===== src/rtl/spi_pkg_reader_pkg.sv =====
// Shared definitions for the SPI package reader: one-hot FSM encoding and
// default sizing for a full DAQ image package.
package spi_pkg_defs;

  typedef enum logic [4:0] {
    IDLE  = 5'b00001,
    SETUP = 5'b00010,
    SHIFT = 5'b00100,
    HOLD  = 5'b01000,
    DONE  = 5'b10000
  } state_e;

  localparam int DEF_PACKAGE_SIZE = 4864;
  localparam int DEF_CNT_W        = 14;
  localparam int DEF_SCK_HALF     = 4;
  localparam int DEF_CS_SETUP     = 2;
  localparam int DEF_CS_HOLD      = 2;

endpackage


===== src/rtl/spi_sck_gen.sv =====
// SPI clock generator: sck toggles every SCK_HALF cycles while active, idles low.
// Strobes are combinational and mark the sys_clk edge at which sck will change.
module spi_sck_gen #(
  parameter int SCK_HALF = 4
) (
  input  logic sys_clk,
  input  logic sys_rst_n,
  input  logic active,
  output logic sck,
  output logic rise_stb,
  output logic fall_stb
);

  localparam int HC_W = (SCK_HALF > 1) ? $clog2(SCK_HALF) : 1;

  logic [HC_W-1:0] hcnt;
  logic            wrap;

  assign wrap     = active && (hcnt == HC_W'(SCK_HALF - 1));
  assign rise_stb = wrap && !sck;
  assign fall_stb = wrap && sck;

  always_ff @(posedge sys_clk or negedge sys_rst_n) begin
    if (!sys_rst_n) begin
      hcnt <= '0;
      sck  <= 1'b0;
    end else if (!active) begin
      hcnt <= '0;
      sck  <= 1'b0;
    end else if (wrap) begin
      hcnt <= '0;
      sck  <= ~sck;
    end else begin
      hcnt <= hcnt + 1'b1;
    end
  end

endmodule


===== src/rtl/spi_pkg_reader.sv =====
// SPI mode-0 master that drains one package from the DAQ slave per interrupt
// edge, holding cs_n low for the whole package and strobing out each byte.
module spi_pkg_reader
  import spi_pkg_defs::*;
#(
  parameter int PACKAGE_SIZE = DEF_PACKAGE_SIZE,
  parameter int CNT_W        = DEF_CNT_W,
  parameter int SCK_HALF     = DEF_SCK_HALF,
  parameter int CS_SETUP     = DEF_CS_SETUP,
  parameter int CS_HOLD      = DEF_CS_HOLD
) (
  input  logic             sys_clk,
  input  logic             sys_rst_n,
  input  logic             enable,
  input  logic             intr_in,
  input  logic             miso,
  output logic             sck,
  output logic             cs_n,
  output logic [7:0]       rx_data,
  output logic             rx_valid,
  output logic             pkg_done,
  output logic             busy,
  output logic [CNT_W-1:0] byte_cnt
);

  localparam int TMR_W = 4;

  state_e           state, state_nxt;
  logic [2:0]       intr_sync;
  logic             intr_edge;
  logic             pending;
  logic             start;
  logic [TMR_W-1:0] tmr;
  logic [2:0]       bit_cnt;
  logic [7:0]       shreg;
  logic             rise_stb, fall_stb;

  spi_sck_gen #(.SCK_HALF(SCK_HALF)) u_sck_gen (
    .sys_clk   (sys_clk),
    .sys_rst_n (sys_rst_n),
    .active    (state == SHIFT),
    .sck       (sck),
    .rise_stb  (rise_stb),
    .fall_stb  (fall_stb)
  );

  // intr_sync[1:0] synchronise, intr_sync[2] is the delayed copy for edge detect
  assign intr_edge = intr_sync[1] & ~intr_sync[2];

  always_ff @(posedge sys_clk or negedge sys_rst_n) begin
    if (!sys_rst_n) begin
      intr_sync <= '0;
      pending   <= 1'b0;
    end else begin
      intr_sync <= {intr_sync[1:0], intr_in};
      if (intr_edge)  pending <= 1'b1;
      else if (start) pending <= 1'b0;
    end
  end

  always_ff @(posedge sys_clk or negedge sys_rst_n) begin
    if (!sys_rst_n) state <= IDLE;
    else            state <= state_nxt;
  end

  always_comb begin
    state_nxt = state;
    start     = 1'b0;
    unique case (state)
      IDLE:  if (pending && enable) begin
               state_nxt = SETUP;
               start     = 1'b1;
             end
      SETUP: if (tmr == TMR_W'(CS_SETUP - 1)) state_nxt = SHIFT;
      SHIFT: if (fall_stb && byte_cnt == CNT_W'(PACKAGE_SIZE)) state_nxt = HOLD;
      HOLD:  if (tmr == TMR_W'(CS_HOLD - 1)) state_nxt = DONE;
      DONE:  state_nxt = IDLE;
      default: state_nxt = IDLE;
    endcase
  end

  assign cs_n     = ~((state == SETUP) || (state == SHIFT) || (state == HOLD));
  assign pkg_done = (state == DONE);
  assign busy     = (state != IDLE);

  always_ff @(posedge sys_clk or negedge sys_rst_n) begin
    if (!sys_rst_n) begin
      tmr      <= '0;
      bit_cnt  <= '0;
      shreg    <= '0;
      rx_data  <= '0;
      rx_valid <= 1'b0;
      byte_cnt <= '0;
    end else begin
      rx_valid <= 1'b0;
      // shared dwell timer for SETUP and HOLD; restarts on every state change
      if ((state == SETUP || state == HOLD) && state_nxt == state) tmr <= tmr + 1'b1;
      else                                                          tmr <= '0;
      if (state == SETUP) begin
        byte_cnt <= '0;
        bit_cnt  <= '0;
      end else if (rise_stb) begin
        shreg   <= {shreg[6:0], miso};
        bit_cnt <= bit_cnt + 1'b1;
        if (bit_cnt == 3'd7) begin
          rx_data  <= {shreg[6:0], miso};
          rx_valid <= 1'b1;
          byte_cnt <= byte_cnt + 1'b1;
        end
      end
    end
  end

endmodule


===== config.mk =====
export PLATFORM = sky130hd
export DESIGN_NAME = spi_pkg_reader
export DESIGN_NICKNAME = d
export VERILOG_FILES = /design/src/rtl/spi_pkg_reader_pkg.sv /design/src/rtl/spi_sck_gen.sv /design/src/rtl/spi_pkg_reader.sv
export SDC_FILE = /design/constraint.sdc
export NUM_CORES = 1
export LEC_CHECK = 0
export CAP_MARGIN = 20
export CORE_MARGIN = 2
export CORE_UTILIZATION = 55
export CTS_CLUSTER_SIZE = 24
export DETAILED_ROUTE_END_ITERATION = 12
export GPL_TIMING_DRIVEN = 0
export PLACE_DENSITY_LB_ADDON = 0.1
export SLEW_MARGIN = 20
export SYNTH_ARGS = -nofsm -noshare
export SYNTH_HDL_FRONTEND = slang
export SYNTH_SLANG_ARGS = --single-unit
export TNS_END_PERCENT = 50

===== constraint.sdc =====
create_clock -name sys_clk -period 3 [get_ports sys_clk]
set_input_delay 0.3 -clock sys_clk [delete_from_list [all_inputs] [get_ports sys_clk]]
set_output_delay 0.3 -clock sys_clk [all_outputs]
set_load 0.005 [all_outputs]

==> reports/metrics.cfg, run 1 <==
[pwr]
clock_power_share_pct = 37.0
leakage_nw = 1.30
seqPwrFrac_pct = 54.4
ir_drop_mv = 0.307
pwr-share-comb_pct = 8.6
p_int_w = 0.000972
p_sw_w = 0.000301
power_density_mw_per_mm2 = 452
switching_share_pct = 23.6

[floorplanning]
core_mm2 = 0.00403
start_util_pct = 57.2
die_area_mm2 = 0.00473
dieWidth_um = 68.8
rows = 23
die_y_um = 68.8
io_pins = 32

[routing]
drt_first_pass_iters = 4
drc = 0
first_iter_violations = 136
wl_per_cell_um = 14.4
ant_nets = 0
avgViaCountPerCell = 5.60
vias = 1764
totalWireLength_um = 4530

[cts]
root_buffer = clkbuf_8
clkTransAtPathRegs_ns = 0.09
cts.sinks = 49
cts_repair_resize_count = 0
cts_tree = done
postCtsSetupBuffers = 0
clockBufferDepth = 2
cts_buffers = 5
clkLatencyLatePin_ns = 0.30
h-tree-depth = 2

[layout]
syn_to_final_growth_pct = 22.1
antenna_cells = 0
drive_gt1_share_pct = 8.30
multi_input_area_mm2 = 0.00101
nNetsFinal = 276
fillers = 322
final_core_util_pct = 69.9
seq_area_mm2 = 0.00123

[grt]
overflow = 0
antenna_found_initial = 0
grt_usage_pct = 22.5
grt_pass1_vias = 1695
grt_max_degree = 30
grt_first_pass_wirelength_um = 7810

[synthesis]
synth_largest_area_cell = dfrtp_1
synthTopCellsByArea = dfrtp_1 (52%), nand2_1 (6.0%), ha_1 (3.8%)
synth-seq-cells = 49
syn_inst = 224
syn_area_mm2 = 0.00231
yosysWarningCount = 0
synth_seq_area_share_pct = 53.2
async_flop_share_pct = 100
syn_nets = 236
ys.flop_type = dfrtp_1
postSynthAreaPerCell_um2 = 10.3
netlist.area_leader.share_pct = 52.1
synth_cell_types = 41
synthTopCellsByCount = dfrtp_1 (48), nand2_1 (37), nor2_1 (14)
post-synth-top-count-cell = dfrtp_1
synth-edff-count = 0

[placement]
dp_hpwl_um = 3260
gp_congestion = 0.827
port_buffers = 31

[timing]
period_needed_ns = 2.40
hold_viol = 0
drv_slew = 0
worst_pin_slew_ns = 0.515
fin_crit_sh_pct = 80.2
finClkSkew_ns = 0.0103
slew_headroom_pct = 65.3
rsz0062_at_grt = false
setup_viol = 0
timing.fmax_mhz = 416
fin_tns_setup_ns = 0

[worst_setup_path]
path_class = reg2out
crit_path_max_fanout = 10
critPathLaunchType = flip-flop
cp-end-kind = primary output
cp.arrival_ns = 2.10
crit_required_ns = 2.70

[run]
drv_cap = 0

[hold_path]
hold_path_class = reg2reg

[run_status]
status = finished, final reports clean

[flip-flops by register name, indices dropped and copies added (netlist names)]
register,cells
tmr,4
rx_data,8
pending,1
shreg,7
rx_valid,1
u_sck_gen.sck,1
state,5
u_sck_gen.hcnt,2
intr_sync,3
bit_cnt,3
byte_cnt,14
[timing repair]
| item | in CTS | in global routing |
|---|---|---|
| endpoints found under the hold margin | 20 | 0 |
| setup endpoints to repair | 0 | 0 |
| hold buffers | 1 | 0 |
[power by group through the flow]
stage	combinational [W]	clock (W)	sequential (W)
6_report	0.000110	0.000471	0.000693
5_1_grt	0.000125	0.000507	0.000695
4_1_cts	0.000110	0.000477	0.000692
3_5_place_dp	0.000108	0	0.000705
3_3_place_gp	0.000105	0	0.000705
2_1_floorplan	0.0000616	0	0.000701
[routing by layer]
metal | part of all wire [%] | vias to the layer above | track usage [%]
li1 | - | 860 | -
met1 | 44 | 851 | 29.8
met2 | 49 | 43 | 36.8
met3 | 4.2 | 10 | 3.41
met4 | 2.2 | 0 | 10.0
met5 | 0 | - | 0
[cell families after synthesis]
group,share of synthesized area [%]
DFF,53.2
AOI/OAI and AO/OA,6.84
xor gates and xnor gates,3.42
adders and majority gates,3.80
buffers and inverters,2.93
muxes,4.29
and+or+nand+nor,25.5
[cell type report]
cell class	instances	area share, %
clock buffers	6	2.58
plain buffers	8	1.20
inverters	9	1.20
repair buffers	33	11.9
multi-input cells	158	35.9
flip-flops and latches	49	43.6
well taps	50	2.22
clock inverters	2	1.38
[cells in the final DEF, fill, tap and decap left out, drive strengths merged, types with 6 or more instances in the layout]
cell | synthesis | final
clkbuf | 6 | 12
clkdlybuf4s50 | 0 | 30
dfrtp | 48 | 48
ha | 7 | 7
inv | 9 | 9
mux2 | 7 | 7
nand2 | 38 | 38
nand3 | 8 | 8
nand4 | 6 | 6
nor2 | 14 | 14
nor3 | 6 | 6
o21ai | 11 | 11
xor2 | 6 | 6
[final timing paths]
path                       cells after the start         startpoint  slack (ns)            to
max                                            4           state[1]        0.60          cs_n
min                                            0       intr_sync[0]        0.37  intr_sync[1]
max reg2reg                                    5  u_sck_gen.hcnt[0]        0.98  byte_cnt[13]
min reg2reg                                    0       intr_sync[0]        0.37  intr_sync[1]
max in group asynchronous                      3          sys_rst_n        1.91      state[0]
min in group asynchronous                      2          sys_rst_n        0.49   byte_cnt[3]
[stage by stage]
step,cells,setup slack (ns),cell area [um2],power [W],hold slack (ns)
5_1_grt,315,0.477,2820,0.00133,0.371
3_3_place_gp,305,0.233,2680,0.000810,0.333
3_5_place_dp,306,0.964,2690,0.000813,0.296
4_1_cts,315,0.621,2820,0.00128,0.372
6_report,315,0.595,2820,0.00127,0.371
2_1_floorplan,224,1.16,2310,0.000763,0.00441
[worst max-delay path, cell delays in order (launching register included)]
cell,delay [ns]
dfrtp_1,0.45
clkbuf_1,0.24
nor2b_1,0.20
o311ai_0,0.35
clkdlybuf4s50_1,0.57
Note: power is estimated with default switching activity, not from simulation.
==> run 2, diff against run 1 <==
--- a/config.mk
+++ b/config.mk
@@ -7,7 +7,7 @@
 export LEC_CHECK = 0
 export CAP_MARGIN = 20
 export CORE_MARGIN = 2
-export CORE_UTILIZATION = 55
+export CORE_UTILIZATION = 54
 export CTS_CLUSTER_SIZE = 24
 export DETAILED_ROUTE_END_ITERATION = 12
 export GPL_TIMING_DRIVEN = 0
==> constraint.sdc (replaced) <==
create_clock -name sys_clk -period 2.5 [get_ports sys_clk]
set_input_delay 0.25 -clock sys_clk [delete_from_list [all_inputs] [get_ports sys_clk]]
set_output_delay 0.25 -clock sys_clk [all_outputs]
set_load 0.005 [all_outputs]
==> run 2 against run 1 <==
Combinational power up 19%. Global-route usage down 3.0 points. Via count down 2.3%. Cell area down 0.89%. Critical path depth unchanged. Non-clock buffer count unchanged. Power up 11%. Wire length down 2.9%.
==> reports/metrics.cfg, run 2 (synthesis results as in run 1) <==
[floorplanning]
die_y_um = 69.3
io_pins = 32
start_util_pct = 56.8
core_mm2 = 0.00406
rows = 23
dieWidth_um = 69.3
die_area_mm2 = 0.00481

[cts]
cts_buffers = 5
clockBufferDepth = 2
cts.sinks = 49
root_buffer = clkbuf_8
h-tree-depth = 2
cts_tree = done
clkLatencyLatePin_ns = 0.29
postCtsSetupBuffers = 0
clkTransAtPathRegs_ns = 0.08

[grt]
grt_pass1_vias = 1699
overflow = 0
grt_first_pass_wirelength_um = 7750
grt_max_degree = 33
grt_usage_pct = 19.5
antenna_found_initial = 0

[pwr]
ir_drop_mv = 0.484
power_density_mw_per_mm2 = 507
leakage_nw = 1.29
power.total_w = 0.00141

[timing]
drv_slew = 0
rsz0062_at_grt = false
fin_crit_sh_pct = 91.4
period_needed_ns = 2.29
finClkSkew_ns = 0.00998
hold_viol = 0
timing.fmax_mhz = 438
slew_headroom_pct = 65.4
setup_viol = 0
worst_hold_slack_ns = 0.351
worst_pin_slew_ns = 0.514

[layout]
regMostFlops = byte_cnt
antenna_cells = 0
fillers = 317
nNetsFinal = 276
largest_reg_flops = 14
final_common_cell = dfrtp_1
layout_common_cells = dfrtp_1 (48), nand2_1 (37), clkdlybuf4s50_1 (30), nor2_1 (14), o21ai_0 (11)
largestRegisters = byte_cnt (14), rx_data (8), shreg (7)
drive_gt1_share_pct = 7.95
syn_to_final_growth_pct = 21.0

[worst_setup_path]
crit_required_ns = 2.25
critPathLaunchType = flip-flop
cp.arrival_ns = 2.04
path_class = reg2out
cp-end-kind = primary output
crit_path_max_fanout = 10

[routing]
totalWireLength_um = 4400
ant_nets = 0
wl_per_cell_um = 14.0
vias = 1724
first_iter_violations = 85
avgViaCountPerCell = 5.49
drc = 0
drt_first_pass_iters = 4

[hold_path]
hold_path_class = reg2reg

[run_status]
status = finished, final reports clean

[placement]
gp_congestion = 0.821
dp_hpwl_um = 3180
port_buffers = 31

[run]
drv_cap = 0

run 2: metal layers:
metal | global-route usage [%] | routed length (um) | vias to the layer above
met5 | 0 | 0 | -
met4 | 4.79 | 27 | 0
met3 | 3.78 | 172 | 2
met2 | 34.0 | 2160 | 36
met1 | 25.2 | 2040 | 826
li1 | - | - | 860
run 2: worst paths after layout:
kind | startpoint | end | slack [ns] | depth (start not counted)
setup / recovery | state[1] | cs_n | 0.21 | 4
hold / removal | intr_sync[0] | intr_sync[1] | 0.35 | 0
setup reg to reg | bit_cnt[0] | byte_cnt[12] | 0.46 | 7
hold reg to reg | intr_sync[0] | intr_sync[1] | 0.35 | 0
max in group asynchronous | sys_rst_n | state[2] | 1.54 | 3
min in group asynchronous | sys_rst_n | u_sck_gen.hcnt[0] | 0.44 | 2
run 2: final cells by class:
cell class	instances	area, um2	share of cell area [%]
Buffer	8	33.8	1.21
Clock buffer	7	86.3	3.09
Inverter	9	33.8	1.21
Multi-Input combinational cell	158	1010	36.2
Sequential cell	49	1230	44.0
Tap cell	50	62.6	2.24
Timing Repair Buffer	33	335	12.0
run 2: critical path, cell delays in order (launching register included):
cell and delay [ns]:
dfrtp_1 0.44, clkbuf_1 0.23, nor2b_1 0.19, o311ai_0 0.34
clkdlybuf4s50_1 0.56
run 2: what timing repair did:
item,4_1_cts,5_1_grt
gates resized for setup,0,0
hold endpoints to repair,16,0
hold buffers,1,0
run 2: per-stage QoR:
step                utilization (%)  setup TNS (ns)  std cells  setup WS (ns)  area, um2
CTS                            68.8               0        314          0.177       2790
global placement               66.0          -10.83        305         -0.228       2680
global route                   68.8               0        314         0.0285       2790
detailed placement             66.4               0        306          0.482       2690
floorplan                         -               0        224          0.660       2310
finish                         68.8               0        314          0.215       2790
run 2: power by group:
part | leakage [nW] | switching, W | internal, W | total, W
Sequential | 0.664 | 0.0000189 | 0.000810 | 0.000829
Combinational | 0.582 | 0.0000759 | 0.0000553 | 0.000131
Clock | 0.0443 | 0.000233 | 0.000220 | 0.000453
==> run 3, diff against run 2 <==
--- a/config.mk
+++ b/config.mk
@@ -5,6 +5,7 @@
 export SDC_FILE = /design/constraint.sdc
 export NUM_CORES = 1
 export LEC_CHECK = 0
+export ABC_AREA = 1
 export CAP_MARGIN = 20
 export CORE_MARGIN = 2
 export CORE_UTILIZATION = 54
==> run 3 against run 2 <==
First-iteration DRC count increased by 78%. Clock power increased by 30%. Sequential share of layout area decreased by 0.96 points. Non-clock buffer count shrank 1. Register-to-register slack improved by 0.30 ns. Combinational power decreased by 34%. Global-route usage increased by 2.8 points. Cell count rose by 18%. Cell area grew 2.2%. Wire length rose by 12%. Critical path type unchanged. Critical endpoint unchanged.
==> reports/metrics.cfg, run 3 <==
[layout]
largestRegisters = byte_cnt (14), rx_data (8), shreg (7)
regMostFlops = byte_cnt
finish.instance_area_mm2 = 0.00285
nNetsFinal = 330
layout_common_cells = nand2_1 (90), dfrtp_1 (48), nor2_1 (30), clkdlybuf4s50_1 (30), inv_1 (29)
final_core_util_pct = 69.8
final_cells = 369
antenna_cells = 0
fillers = 354
drive_gt1_share_pct = 7.52
final_common_cell = nand2_1
syn_to_final_growth_pct = 22.0
largest_reg_flops = 14

[synthesis]
synthTopCellsByCount = nand2_1 (90), dfrtp_1 (48), nor2_1 (30)
synthSimpleGateAreaFrac_pct = 28.1
synthMuxAreaShare_pct = 0.482
synth_cell_types = 23
synth_compound_area_share_pct = 6.05
syn_nets = 290
synth_largest_area_cell = dfrtp_1
post-synth-top-count-cell = nand2_1
synth_seq_area_share_pct = 52.5
synth-edff-count = 0
synth_top_family_by_area = simple AND/OR/NAND/NOR gates
postSynthAreaPerCell_um2 = 8.41
yosysWarningCount = 0
netlist.area_leader.share_pct = 51.4
synth_xor_area_share_pct = 1.87
synthTopCellsByArea = dfrtp_1 (51%), nand2_1 (14%), nor2_1 (4.8%)
synth-seq-cells = 49
syn_area_mm2 = 0.00234
async_flop_share_pct = 100
syn_inst = 278
ys.flop_type = dfrtp_1
synthAdderAreaFrac_pct = 3.75

[timing]
worst_hold_slack_ns = 0.365
drv_slew = 0
rsz0062_at_grt = false
timing.fmax_mhz = 472
finClkSkew_ns = 0.00620
period_needed_ns = 2.12
setup_viol = 0
worst_slack_ns = 0.383
worst_pin_slew_ns = 0.567
slew_headroom_pct = 62.2
fin_crit_sh_pct = 84.7
hold_viol = 0

[grt]
grt_usage_pct = 22.3
antenna_found_initial = 0
grt_first_pass_wirelength_um = 8870
grt_max_degree = 28
overflow = 0
grt_pass1_vias = 1899

[cts]
cts_repair_resize_count = 0
cts_buffers = 5
clkLatencyLatePin_ns = 0.30
cts.sinks = 49
clockBufferDepth = 2
h-tree-depth = 2
clkTransAtPathRegs_ns = 0.09
root_buffer = clkbuf_8
cts_tree = done

[floorplanning]
dieWidth_um = 69.8
io_pins = 32
start_util_pct = 57.2
die_y_um = 69.8
die_area_mm2 = 0.00487
rows = 23
core_mm2 = 0.00409

[routing]
avgViaCountPerCell = 5.22
ant_nets = 0
drt_first_pass_iters = 4
drc = 0
vias = 1926
wl_per_cell_um = 13.3
first_iter_violations = 151
totalWireLength_um = 4920

[pwr]
leakage_nw = 1.36
power_density_mw_per_mm2 = 522
ir_drop_mv = 0.336

[worst_setup_path]
critPathLaunchType = flip-flop
crit_path_max_fanout = 9
reg2regPathDepth = 8
slowest_stage = dfstp_2
cp_slowest_stage_delay_ns = 0.56
crit_required_ns = 2.25
crit_top_cell = nor2_1
path_cells = nor2_1 -> nand3_2 -> nand2_1 -> nor2_1 -> clkdlybuf4s50_1
cp.arrival_ns = 1.87
path_class = reg2out
cp-end-kind = primary output

[hold_path]
whs_path_depth = 0
hold_path_class = reg2reg

[placement]
place_area_mm2 = 0.00273
gp_congestion = 0.859
dp_hpwl_um = 3500
place_ws_ns = 0.718
port_buffers = 31
placedCellCount = 360

[run_status]
status = finished, final reports clean

[run]
drv_cap = 0

[run 3: cell count changes in the layout (fill, tap and decap cells not counted), moves of 5 or more]
cell / previous run / this run
and4_1: 5 / 0
clkbuf_1: 6 / 1
inv_1: 9 / 29
mux2_2: 7 / 1
nand2_1: 37 / 90
nand2b_1: 5 / 0
nand4_1: 6 / 17
nor2_1: 14 / 30
nor3_1: 6 / 0
o21ai_0: 11 / 16
[run 3: cell families (layout without fill, tap and decap cells)]
family,after synthesis,count (layout)
mux,1,1
buf+inv,37,78
fa+ha+maj,7,7
compound gates,24,24
flops,49,49
xor+xnor,5,5
simple gates,155,155
[run 3: repair_timing]
action                                 4_1_cts  5_1_grt
setup buffers                                0        0
hold buffers                                 1        0
endpoints found under the hold margin       22        0
[run 3: worst max-delay path: cells and delay by family, from the launching register on]
kind                   cells  cell delay, ns
AND/OR/NAND/NOR            4            0.47
buffers and inverters      1            0.53
flip-flops                 1            0.56
[run 3: area by class of cell]
type	instances	area [um2]	share of cell area (%)
Sequential cell	49	1230	43.0
Multi-Input combinational cell	192	942	33.0
Timing Repair Buffer	33	335	11.8
Inverter	30	113	3.95
Clock buffer	7	86.3	3.03
Tap cell	50	62.6	2.19
Buffer	7	56.3	1.97
Clock inverter	1	30.0	1.05
[run 3: per-stage QoR]
step / TNS (ns) / total power [W]
2_1_floorplan: 0 / 0.000866
3_3_place_gp: -12.02 / 0.000909
3_5_place_dp: 0 / 0.000916
4_1_cts: 0 / 0.00149
5_1_grt: 0 / 0.00154
6_report: 0 / 0.00149
[run 3: power by group]
part	switching, W	internal (W)
logic	0.0000530	0.0000335
registers	0.00000773	0.000806
clock network	0.000262	0.000326
total	0.000323	0.00117
[run 3: final timing paths]
| check | slack, ns | endpoint | from |
|---|---|---|---|
| max | 0.38 | cs_n | state[0] |
| min | 0.37 | intr_sync[1] | intr_sync[0] |
| max reg2reg | 0.76 | byte_cnt[11] | bit_cnt[0] |
| min reg2reg | 0.37 | intr_sync[1] | intr_sync[0] |
| max in group asynchronous | 1.43 | state[0] | sys_rst_n |
| min in group asynchronous | 0.46 | state[3] | sys_rst_n |
[run 3: metal layers]
metal / track usage, % / routed length [um]
met4: 5.98 / 53
met5: 0 / 0
met3: 4.80 / 250
met2: 36.2 / 2350
met1: 30.5 / 2270
